===== config.mk =====
export PLATFORM = sky130hd
export DESIGN_NAME = hamming_tx_scheduler_flat
export DESIGN_NICKNAME = d
export VERILOG_FILES = /design/src/rtl/hamming_pkg.sv /design/src/rtl/hamming_tx_scheduler_if.sv /design/src/rtl/hamming_tx_scheduler_enc.sv /design/src/rtl/hamming_tx_scheduler.sv /design/src/flat_wrapper.sv
export SDC_FILE = /design/constraint.sdc
export NUM_CORES = 1
export LEC_CHECK = 0
export ABC_AREA = 1
export CAP_MARGIN = 10
export CORE_ASPECT_RATIO = 2
export CORE_MARGIN = 2
export CORE_UTILIZATION = 40
export DETAILED_ROUTE_END_ITERATION = 6
export GPL_TIMING_DRIVEN = 0
export PLACE_DENSITY = 0.73
export SLEW_MARGIN = 20
export SYNTH_ARGS = -nofsm -noshare
export SYNTH_HDL_FRONTEND = slang
export SYNTH_HIERARCHICAL = 1
export SYNTH_SLANG_ARGS = --single-unit

===== constraint.sdc =====
create_clock -name clk -period 2.06 [get_ports clk]
set_input_delay 0.206 -clock clk [delete_from_list [all_inputs] [get_ports clk]]
set_output_delay 0.206 -clock clk [all_outputs]
set_load 0.02 [all_outputs]

===== src/rtl/hamming_pkg.sv =====
// Shared constants, codeword bit layout and FSM state type for the Hamming(7,4)
// transmit scheduler.
package hamming_pkg;

    localparam int NIBBLE_W = 4;
    localparam int CW_W     = 7;
    localparam int BYTE_W   = 8;

    // Parity bit positions inside the 7-bit codeword; data fills 2, 4, 5, 6
    localparam int P0_POS = 0;
    localparam int P1_POS = 1;
    localparam int P2_POS = 3;

    typedef enum logic [1:0] {
        IDLE    = 2'd0,
        SEND_LO = 2'd1,
        SEND_HI = 2'd2
    } state_e;

endpackage


===== src/rtl/hamming_tx_scheduler_if.sv =====
// Requester byte bus plus codeword output stream of the Hamming transmit scheduler.
// master = the scheduler, slave = producers and downstream link seen as one environment.
interface hamming_tx_scheduler_if #(
    parameter int NUM_REQ = 4,
    parameter int SRC_W   = $clog2(NUM_REQ)
) ();

    logic [NUM_REQ-1:0]   req_valid;
    logic [NUM_REQ*8-1:0] req_data;
    logic [NUM_REQ-1:0]   req_ready;

    logic                 cw_valid;
    logic [6:0]           cw_data;
    logic [SRC_W-1:0]     cw_src;
    logic                 cw_last;
    logic                 cw_ready;

    modport master (
        input  req_valid, req_data, cw_ready,
        output req_ready, cw_valid, cw_data, cw_src, cw_last
    );

    modport slave (
        output req_valid, req_data, cw_ready,
        input  req_ready, cw_valid, cw_data, cw_src, cw_last
    );

endinterface


===== src/rtl/hamming_tx_scheduler_enc.sv =====
// Combinational Hamming(7,4) encoder: one nibble in, one 7-bit codeword out.
module hamming_tx_scheduler_enc
    import hamming_pkg::*;
(
    input  logic [NIBBLE_W-1:0] nibble_i,
    output logic [CW_W-1:0]     cw_o
);

    always_comb begin
        cw_o         = '0;
        cw_o[P0_POS] = nibble_i[0] ^ nibble_i[1] ^ nibble_i[3];
        cw_o[P1_POS] = nibble_i[0] ^ nibble_i[2] ^ nibble_i[3];
        cw_o[P2_POS] = nibble_i[1] ^ nibble_i[2] ^ nibble_i[3];
        cw_o[2]      = nibble_i[0];
        cw_o[4]      = nibble_i[1];
        cw_o[5]      = nibble_i[2];
        cw_o[6]      = nibble_i[3];
    end

endmodule


===== src/rtl/hamming_tx_scheduler.sv =====
// Round-robin byte scheduler feeding one shared Hamming(7,4) encoder, two codewords per byte.
//   state   | meaning
//   IDLE    | scanning requesters, combinational grant, byte latched on handshake
//   SEND_LO | presenting codeword of byte_q[3:0], waiting for cw_ready
//   SEND_HI | presenting codeword of byte_q[7:4] with cw_last, waiting for cw_ready
module hamming_tx_scheduler
    import hamming_pkg::*;
#(
    parameter int NUM_REQ = 4,
    parameter int SRC_W   = $clog2(NUM_REQ)
) (
    input  logic                   clk,
    input  logic                   rst,
    hamming_tx_scheduler_if.master bus,
    output logic                   busy
);

    state_e               state_q;
    logic [BYTE_W-1:0]    byte_q;
    logic [SRC_W-1:0]     src_q;
    logic [SRC_W-1:0]     rr_ptr_q;
    logic                 cw_valid_q;
    logic                 cw_last_q;
    logic                 busy_q;

    logic                 found_d;
    logic [SRC_W-1:0]     winner_d;
    logic [NIBBLE_W-1:0]  nibble_d;
    logic [CW_W-1:0]      cw_d;

    // Scan starts one past the last winner so every requester gets a turn
    always_comb begin
        int               idx;
        logic [SRC_W-1:0] idx_s;
        found_d  = 1'b0;
        winner_d = '0;
        idx      = 0;
        idx_s    = '0;
        for (int k = 1; k <= NUM_REQ; k++) begin
            idx   = (int'(rr_ptr_q) + k) % NUM_REQ;
            idx_s = SRC_W'(idx);
            if (!found_d && bus.req_valid[idx_s]) begin
                found_d  = 1'b1;
                winner_d = idx_s;
            end
        end
    end

    always_comb begin
        bus.req_ready = '0;
        if (!rst && state_q == IDLE && found_d) begin
            bus.req_ready[winner_d] = 1'b1;
        end
    end

    always_ff @(posedge clk) begin
        if (rst) begin
            state_q    <= IDLE;
            byte_q     <= '0;
            src_q      <= '0;
            rr_ptr_q   <= SRC_W'(NUM_REQ - 1);
            cw_valid_q <= 1'b0;
            cw_last_q  <= 1'b0;
            busy_q     <= 1'b0;
        end else begin
            case (state_q)
                IDLE: begin
                    if (found_d) begin
                        byte_q     <= bus.req_data[BYTE_W*winner_d +: BYTE_W];
                        src_q      <= winner_d;
                        rr_ptr_q   <= winner_d;
                        cw_valid_q <= 1'b1;
                        cw_last_q  <= 1'b0;
                        busy_q     <= 1'b1;
                        state_q    <= SEND_LO;
                    end
                end
                SEND_LO: begin
                    if (bus.cw_ready) begin
                        cw_last_q <= 1'b1;
                        state_q   <= SEND_HI;
                    end
                end
                SEND_HI: begin
                    if (bus.cw_ready) begin
                        cw_valid_q <= 1'b0;
                        cw_last_q  <= 1'b0;
                        busy_q     <= 1'b0;
                        state_q    <= IDLE;
                    end
                end
                default: begin
                    state_q <= IDLE;
                end
            endcase
        end
    end

    // cw_last_q doubles as the nibble select, keeping req_* off the cw_* path
    assign nibble_d = cw_last_q ? byte_q[7:4] : byte_q[3:0];

    hamming_tx_scheduler_enc u_enc (
        .nibble_i (nibble_d),
        .cw_o     (cw_d)
    );

    assign bus.cw_valid = cw_valid_q;
    assign bus.cw_data  = cw_d;
    assign bus.cw_src   = src_q;
    assign bus.cw_last  = cw_last_q;
    assign busy         = busy_q;

endmodule


===== src/flat_wrapper.sv =====
// flat-port wrapper written by rule: the top's interface ports become plain ports
module hamming_tx_scheduler_flat import hamming_pkg::*;
#(
    parameter int NUM_REQ = 4,
    parameter int SRC_W   = $clog2(NUM_REQ)
)
  (clk, rst, busy, bus_req_valid, bus_req_data, bus_cw_ready, bus_req_ready, bus_cw_valid, bus_cw_data, bus_cw_src, bus_cw_last);
  hamming_tx_scheduler_if #(.NUM_REQ(NUM_REQ), .SRC_W(SRC_W)) bus_i ();
  input  logic clk;
  input  logic rst;
  output logic busy;
  input wire logic [$bits(bus_i.req_valid)-1:0] bus_req_valid;
  input wire logic [$bits(bus_i.req_data)-1:0] bus_req_data;
  input wire logic [$bits(bus_i.cw_ready)-1:0] bus_cw_ready;
  output wire logic [$bits(bus_i.req_ready)-1:0] bus_req_ready;
  output wire logic [$bits(bus_i.cw_valid)-1:0] bus_cw_valid;
  output wire logic [$bits(bus_i.cw_data)-1:0] bus_cw_data;
  output wire logic [$bits(bus_i.cw_src)-1:0] bus_cw_src;
  output wire logic [$bits(bus_i.cw_last)-1:0] bus_cw_last;
  assign bus_i.req_valid = bus_req_valid;
  assign bus_i.req_data = bus_req_data;
  assign bus_i.cw_ready = bus_cw_ready;
  assign bus_req_ready = bus_i.req_ready;
  assign bus_cw_valid = bus_i.cw_valid;
  assign bus_cw_data = bus_i.cw_data;
  assign bus_cw_src = bus_i.cw_src;
  assign bus_cw_last = bus_i.cw_last;
  hamming_tx_scheduler #(.NUM_REQ(NUM_REQ), .SRC_W(SRC_W)) u_core (.clk(clk), .rst(rst), .bus(bus_i), .busy(busy));
endmodule

After elaboration in Yosys (flattened, before gate mapping):

Cells that the tools add are included.
W data, S select, Z words.

* input bits: 39
* register bits: 16
* word-level logic and storage cells: 75
* output and inout port bits: 16

* shifts and indexed selects: 1
* $add $sub $neg: 4
* multiplexer cells: 30
* eq/ne operators: 5
* reductions and logical operators: 17
* bitwise gates (word level): 6
* $lt $le $gt $ge: 6

Operators by type and width (count)
* $shiftx A32 B6 Y8: 1
* $lt A2 B3 Y1 const B: 5
* $mux W2: 7
* $mux W1: 13
* $bmux W1 S2: 4
* $mux W4: 2
* $logic_and A1 B1 Y1: 6
* $pmux W2 S3: 1
* $reduce_and A3 Y1: 2
* $xor A1 B1 Y1: 6
* $add A2 B1 Y2 const B: 2
* $add A2 B2 Y2 const B: 2
* $logic_not A1 Y1: 4
* $ne A2 B2 Y1 const B: 2
* $reduce_and A4 Y1: 1
* $pmux W1 S3: 1
* $reduce_bool A3 Y1: 1
* $demux W1 S2: 1
* $eq A2 B1 Y1 const B: 1
* $eq A2 B2 Y1 const B: 1
* $ge A2 B1 Y1 const B: 1
* $logic_not A2 Y1: 1
* $ne A2 B1 Y1 const B: 1
* $pmux W1 S2: 1
* 2 further kinds: 2

Depth between registers and ports, before layout:

* word-level depth: 18
* gate-level depth with buffers: 18
* mapped depth without buffers: 16

Hierarchy:

Netlist, hierarchy kept.

By module, submodules not included
* hamming_tx_scheduler: area an instance 1348.8 um^2, cells each 207, times used 1
* hamming_tx_scheduler_enc: area an instance 131.4 um^2, cells each 29, times used 1

Worst setup path before layout:

Ideal clock, no wire load.

* path type: reg-to-output
* from: register u_core.rr_ptr_q[0]
* to: output port bus_req_ready[0]
* stages on the path, launching flop included: 13
* data required time: 1.854 ns
* path slack: -0.012 ns
* arrival: 1.866 ns
* cell sequence: dfxtp_1 > buf_6 > inv_8 > nand2_4 > nand2_2 > nand2_1 > nand2_2 > nor2_8 > nand4_4 > nand2_4 > buf_12 > inv_4 > nor3_1

* cells in the longest elaborated chain, start to end: 18
* elaborated cells on any way between the ends: 33
* classes of those cells: 4 x add/sub; 2 x order compare; 19 x mux; 8 x reduce/logical

RTL lines
* start, declared: RTL line hamming_tx_scheduler.sv:21 `logic [SRC_W-1:0] rr_ptr_q;`
* start signal, assigned: RTL line hamming_tx_scheduler.sv:61 `rr_ptr_q <= SRC_W'(NUM_REQ - 1);`
* start signal, assigned: RTL line hamming_tx_scheduler.sv:71 `rr_ptr_q <= winner_d;`
* $add A2 B1 Y2: RTL line hamming_tx_scheduler.sv:40 `idx = (int'(rr_ptr_q) + k) % NUM_REQ;`
* $bmux W1 S2: RTL line hamming_tx_scheduler.sv:42 `if (!found_d && bus.req_valid[idx_s]) begin`
* $mux W1 (implied by the code): RTL line hamming_tx_scheduler.sv:42
* $mux W1: RTL line hamming_tx_scheduler.sv:42
* $logic_not A1 Y1: RTL line hamming_tx_scheduler.sv:42
* $logic_and A1 B1 Y1: RTL line hamming_tx_scheduler.sv:42
* $mux W1: RTL line hamming_tx_scheduler.sv:42
* $logic_not A1 Y1: RTL line hamming_tx_scheduler.sv:42
* [... 2 more ...]
* $logic_not A1 Y1: RTL line hamming_tx_scheduler.sv:42
* $logic_and A1 B1 Y1: RTL line hamming_tx_scheduler.sv:42
* $mux W2: RTL line hamming_tx_scheduler.sv:42
* $lt A2 B3 Y1 (implied by the code) / $ge A2 B1 Y1 (equally long branches): RTL line hamming_tx_scheduler.sv:52 `bus.req_ready[winner_d] = 1'b1;`
* $logic_and A1 B1 Y1 (implied by the code): RTL line hamming_tx_scheduler.sv:52
* $mux W1 (implied by the code): RTL line hamming_tx_scheduler.sv:52
* $demux W1 S2
* $mux W4 (*): RTL line hamming_tx_scheduler.sv:51 `if (!rst && state_q == IDLE && found_d) begin`
* end, declared: RTL line flat_wrapper.sv:15 `output wire logic [$bits(bus_i.req_ready)-1:0] bus_req_ready;`

Every way passes the cells marked *; elsewhere a longest branch is shown, timed or not. The select of a mux whose other input is x is not followed.

Final worst setup path:

* from: register u_core.rr_ptr_q[0]
* to: output port bus_req_ready[3]

Same word-level chain as after synthesis.

==> impl_metrics.ini <==
[critical_path]
r2r_cells = 17
rrSetupSlack_ns = 0.07
start_kind = flop
path_delay_family = simple AND/OR/NAND/NOR gates
critPathSlowestCell = dfxtp_2
path_max_fanout = 8
cp_common_cell = nand2_2
path_cells = buf_6 > inv_8 > nand2_1 > nand2_2 > nand2_1 > nand2_2 > nand2_2 > nand2_2 > nand2_2 > nand2_4 > nand2_4 > buf_6 > nor3_2 > buf_4
critical_path_required_ns = 1.85
critPathKind = flop to output port
path_depth = 14
setup.worst_path.end_class = output port
max_stage_delay_ns = 0.32
cp.arrival_ns = 1.88
critPathBufInv = 4

[cts]
htree_levels = 1
root_buffer = clkbuf_8
cts_inserted_buffers = 3
cts_tree = done
clk_latency_ns = 0.25
clock_sinks = 16
cts_hold_buf = 0
cts_max_path_buffers = 2
path_clk_slew_ns = 0.06

[hold_path]
hold_class = flop to flop
hold_depth = 2

[floorplanning]
rows = 31
die_y_um = 90.0
die_w_um = 47.0
coreArea_um2 = 3570
dieArea_um2 = 4230
start_util_pct = 41.5
ios = 55

[logic_synthesis]
synth_top_area_cell = dfxtp_1
synth.distinct_cells = 28
synth_top_cell_area_share_pct = 21.6
ys_ff_latch = 16
yosysSeqAreaShare_pct = 21.6
synth_area_per_cell_um2 = 6.27
synth_nets = 275
yosysWarnings = 6
synthCells = 236
synthTopCellsByArea = dfxtp_1 (22%), nand2_1 (20%), nand3_1 (12%), nand2_2 (7.6%), nand2_4 (5.3%)
synth_area_um2 = 1480

[power]
pwr-share-comb_pct = 82.5
switchingPower_uw = 2310
power_density_nw_per_um2 = 1910
p_seq_share_pct = 11.4
clkPwrFrac_pct = 6.1
leakagePower_uw = 0.00112
internal-power_uw = 2160
p_sw_share_pct = 51.7
peakVddDrop_v = 0.00131

[sta]
tns_ns = -0.0997
final_max_slew_viol_count = 0
fin_crit_sh_pct = 101
tightest_slew_ns = 0.431
finClkSkew_ns = 0.00315
setup_slack_ns = -0.0297
rsz0062_at_grt = true
relSlewSlack_pct = 71.2
hold_viol_final = 0
final.min_clock_period_ns = 2.09
setup_viol_count_final = 4
clock.fmax_mhz = 479

[detailed_routing]
post_drt_wl_per_cell_um = 11.7
dr_total_vias = 1714
ant_nets = 0
vias_per_cell = 4.81
drc = 0
wl_mm = 4.15
firstDrtPassIters = 4
drt_first_iter_violations = 22

[final_layout]
final_common_cell = nand2_1
mostFrequentLayoutCells = nand2_1 (70), clkdlybuf4s50_1 (47), nand3_1 (35)
final_layout_size_suffix_gt1_share_pct = 30.9
finish.net_count = 347
fin_cells = 356
syn_to_final_growth_pct = 58.2
antenna_cells = 0
fillers = 342

[global_routing]
grt_max_degree = 12
grt_pass1_vias = 1651
grt_use_total_pct = 21.3
grt_overflow = 0
grt_pass1_wl_mm = 6.83
antenna_found_initial = 0

[run]
maxCapViolCount = 0

[placed_design]
placedCellCount = 339
port_buffers = 54
gp_congestion = 0.807
dp_hpwl_mm = 3.12

[outcome]
status = finished, violations left
violations = negative setup slack
layout make-up:
class | instances | area, µm² | share of cell area, %
Clock buffer | 4 | 55.1 | 2.35
Tap cell | 49 | 61.3 | 2.62
Sequential cell | 16 | 327 | 13.9
Inverter | 21 | 93.8 | 4.01
Buffer | 11 | 106 | 4.54
Timing Repair Buffer | 69 | 654 | 27.9
Multi-Input combinational cell | 186 | 1040 | 44.6
logic make-up after synthesis:
logic type	count (synthesis)	synth area share [%]
compound gates	18	6.42
mux	1	0.761
buf+inv	34	14.3
flops	16	21.6
simple gates	167	56.9
power groups by stage:
stage / Sequential, µW / Combinational (µW) / Clock [µW]
floorplan: 517 / 2360 / 0
finish: 509 / 3690 / 274
detailed placement: 498 / 3170 / 0
global route: 521 / 4020 / 294
global placement: 496 / 3130 / 0
CTS: 507 / 3550 / 279
through the flow:
stage               setup slack [ns]  hold WS, ns  power [µW]  utilization, %  cell area [µm²]
floorplan                    -0.0117        0.371        2880               -             1480
global placement              -0.666        0.460        3630            58.3             2080
detailed placement            -0.701        0.463        3670            58.3             2080
CTS                          -0.0858        0.473        4330            64.2             2290
global route                  -0.150        0.499        4840            65.6             2340
finish                       -0.0297        0.475        4470            65.6             2340
cell usage after synthesis:
cell type	instances
nand2_1	79
nand3_1	35
nand2_2	18
dfxtp_1	16
nor2_1	15
inv_1	13
a21oi_1	10
nand2_4	7
buf_4	6
inv_2	5
nor3_1	4
o21ai_0	4
buf_6	3
nand3_2	3
clkbuf_1	2
inv_4	2
o211ai_1	2
o21ai_1	2
buf_12	1
clkbuf_8	1
inv_8	1
mux2_2	1
nand3b_1	1
nand4_1	1
nand4_4	1
nor2_2	1
nor2_4	1
nor2_8	1
worst register-to-register path: stages, from the launching register on:
cell and delay, ns:
dfxtp_2 0.33, buf_6 0.15, inv_8 0.06, nand2_4 0.05, nand2_2 0.06, nand2_2 0.07, nand2_2 0.09, nor2_8 0.13
nand4_4 0.14, buf_4 0.18, buf_4 0.12, buf_4 0.15, nand3_1 0.07, nand2_1 0.05, nand2_1 0.05, nand3_1 0.09
nand2_1 0.07, inv_1 0.03
flip-flops by register name (all words and copies together) (netlist names):
signal	flops
u_core/busy	1
u_core/bus.cw_src	2
u_core/byte_q	8
u_core/bus.cw_last	1
u_core/rr_ptr_q	2
u_core/state_q	2
routing by layer:
layer / vias up / track usage, % / part of all wire (%)
met2: 42 / 41.1 / 62
met5: - / 0 / 0
met1: 765 / 19.9 / 33
met3: 12 / 2.01 / 1.9
met4: 0 / 9.26 / 3.4
li1: 895 / - / -
path summary, 6_finish.rpt:
| path | end | startpoint |
|---|---|---|
| max | bus_req_ready[3] | u_core/rr_ptr_q[0]$_SDFFE_PP1P_ |
| min | u_core/bus.cw_src[1]$_SDFFE_PP0P_ | u_core/bus.cw_src[1]$_SDFFE_PP0P_ |
| max reg2reg | u_core/byte_q[6]$_SDFFE_PP0P_ | u_core/rr_ptr_q[0]$_SDFFE_PP1P_ |
| min reg2reg | u_core/bus.cw_src[1]$_SDFFE_PP0P_ | u_core/bus.cw_src[1]$_SDFFE_PP0P_ |
what timing repair did:
action,CTS,global route
buffers inserted,15,0
resized for setup,51,12
pin swaps,10,9
setup endpoints to repair,11,11
(Power assumes the default switching activity.)
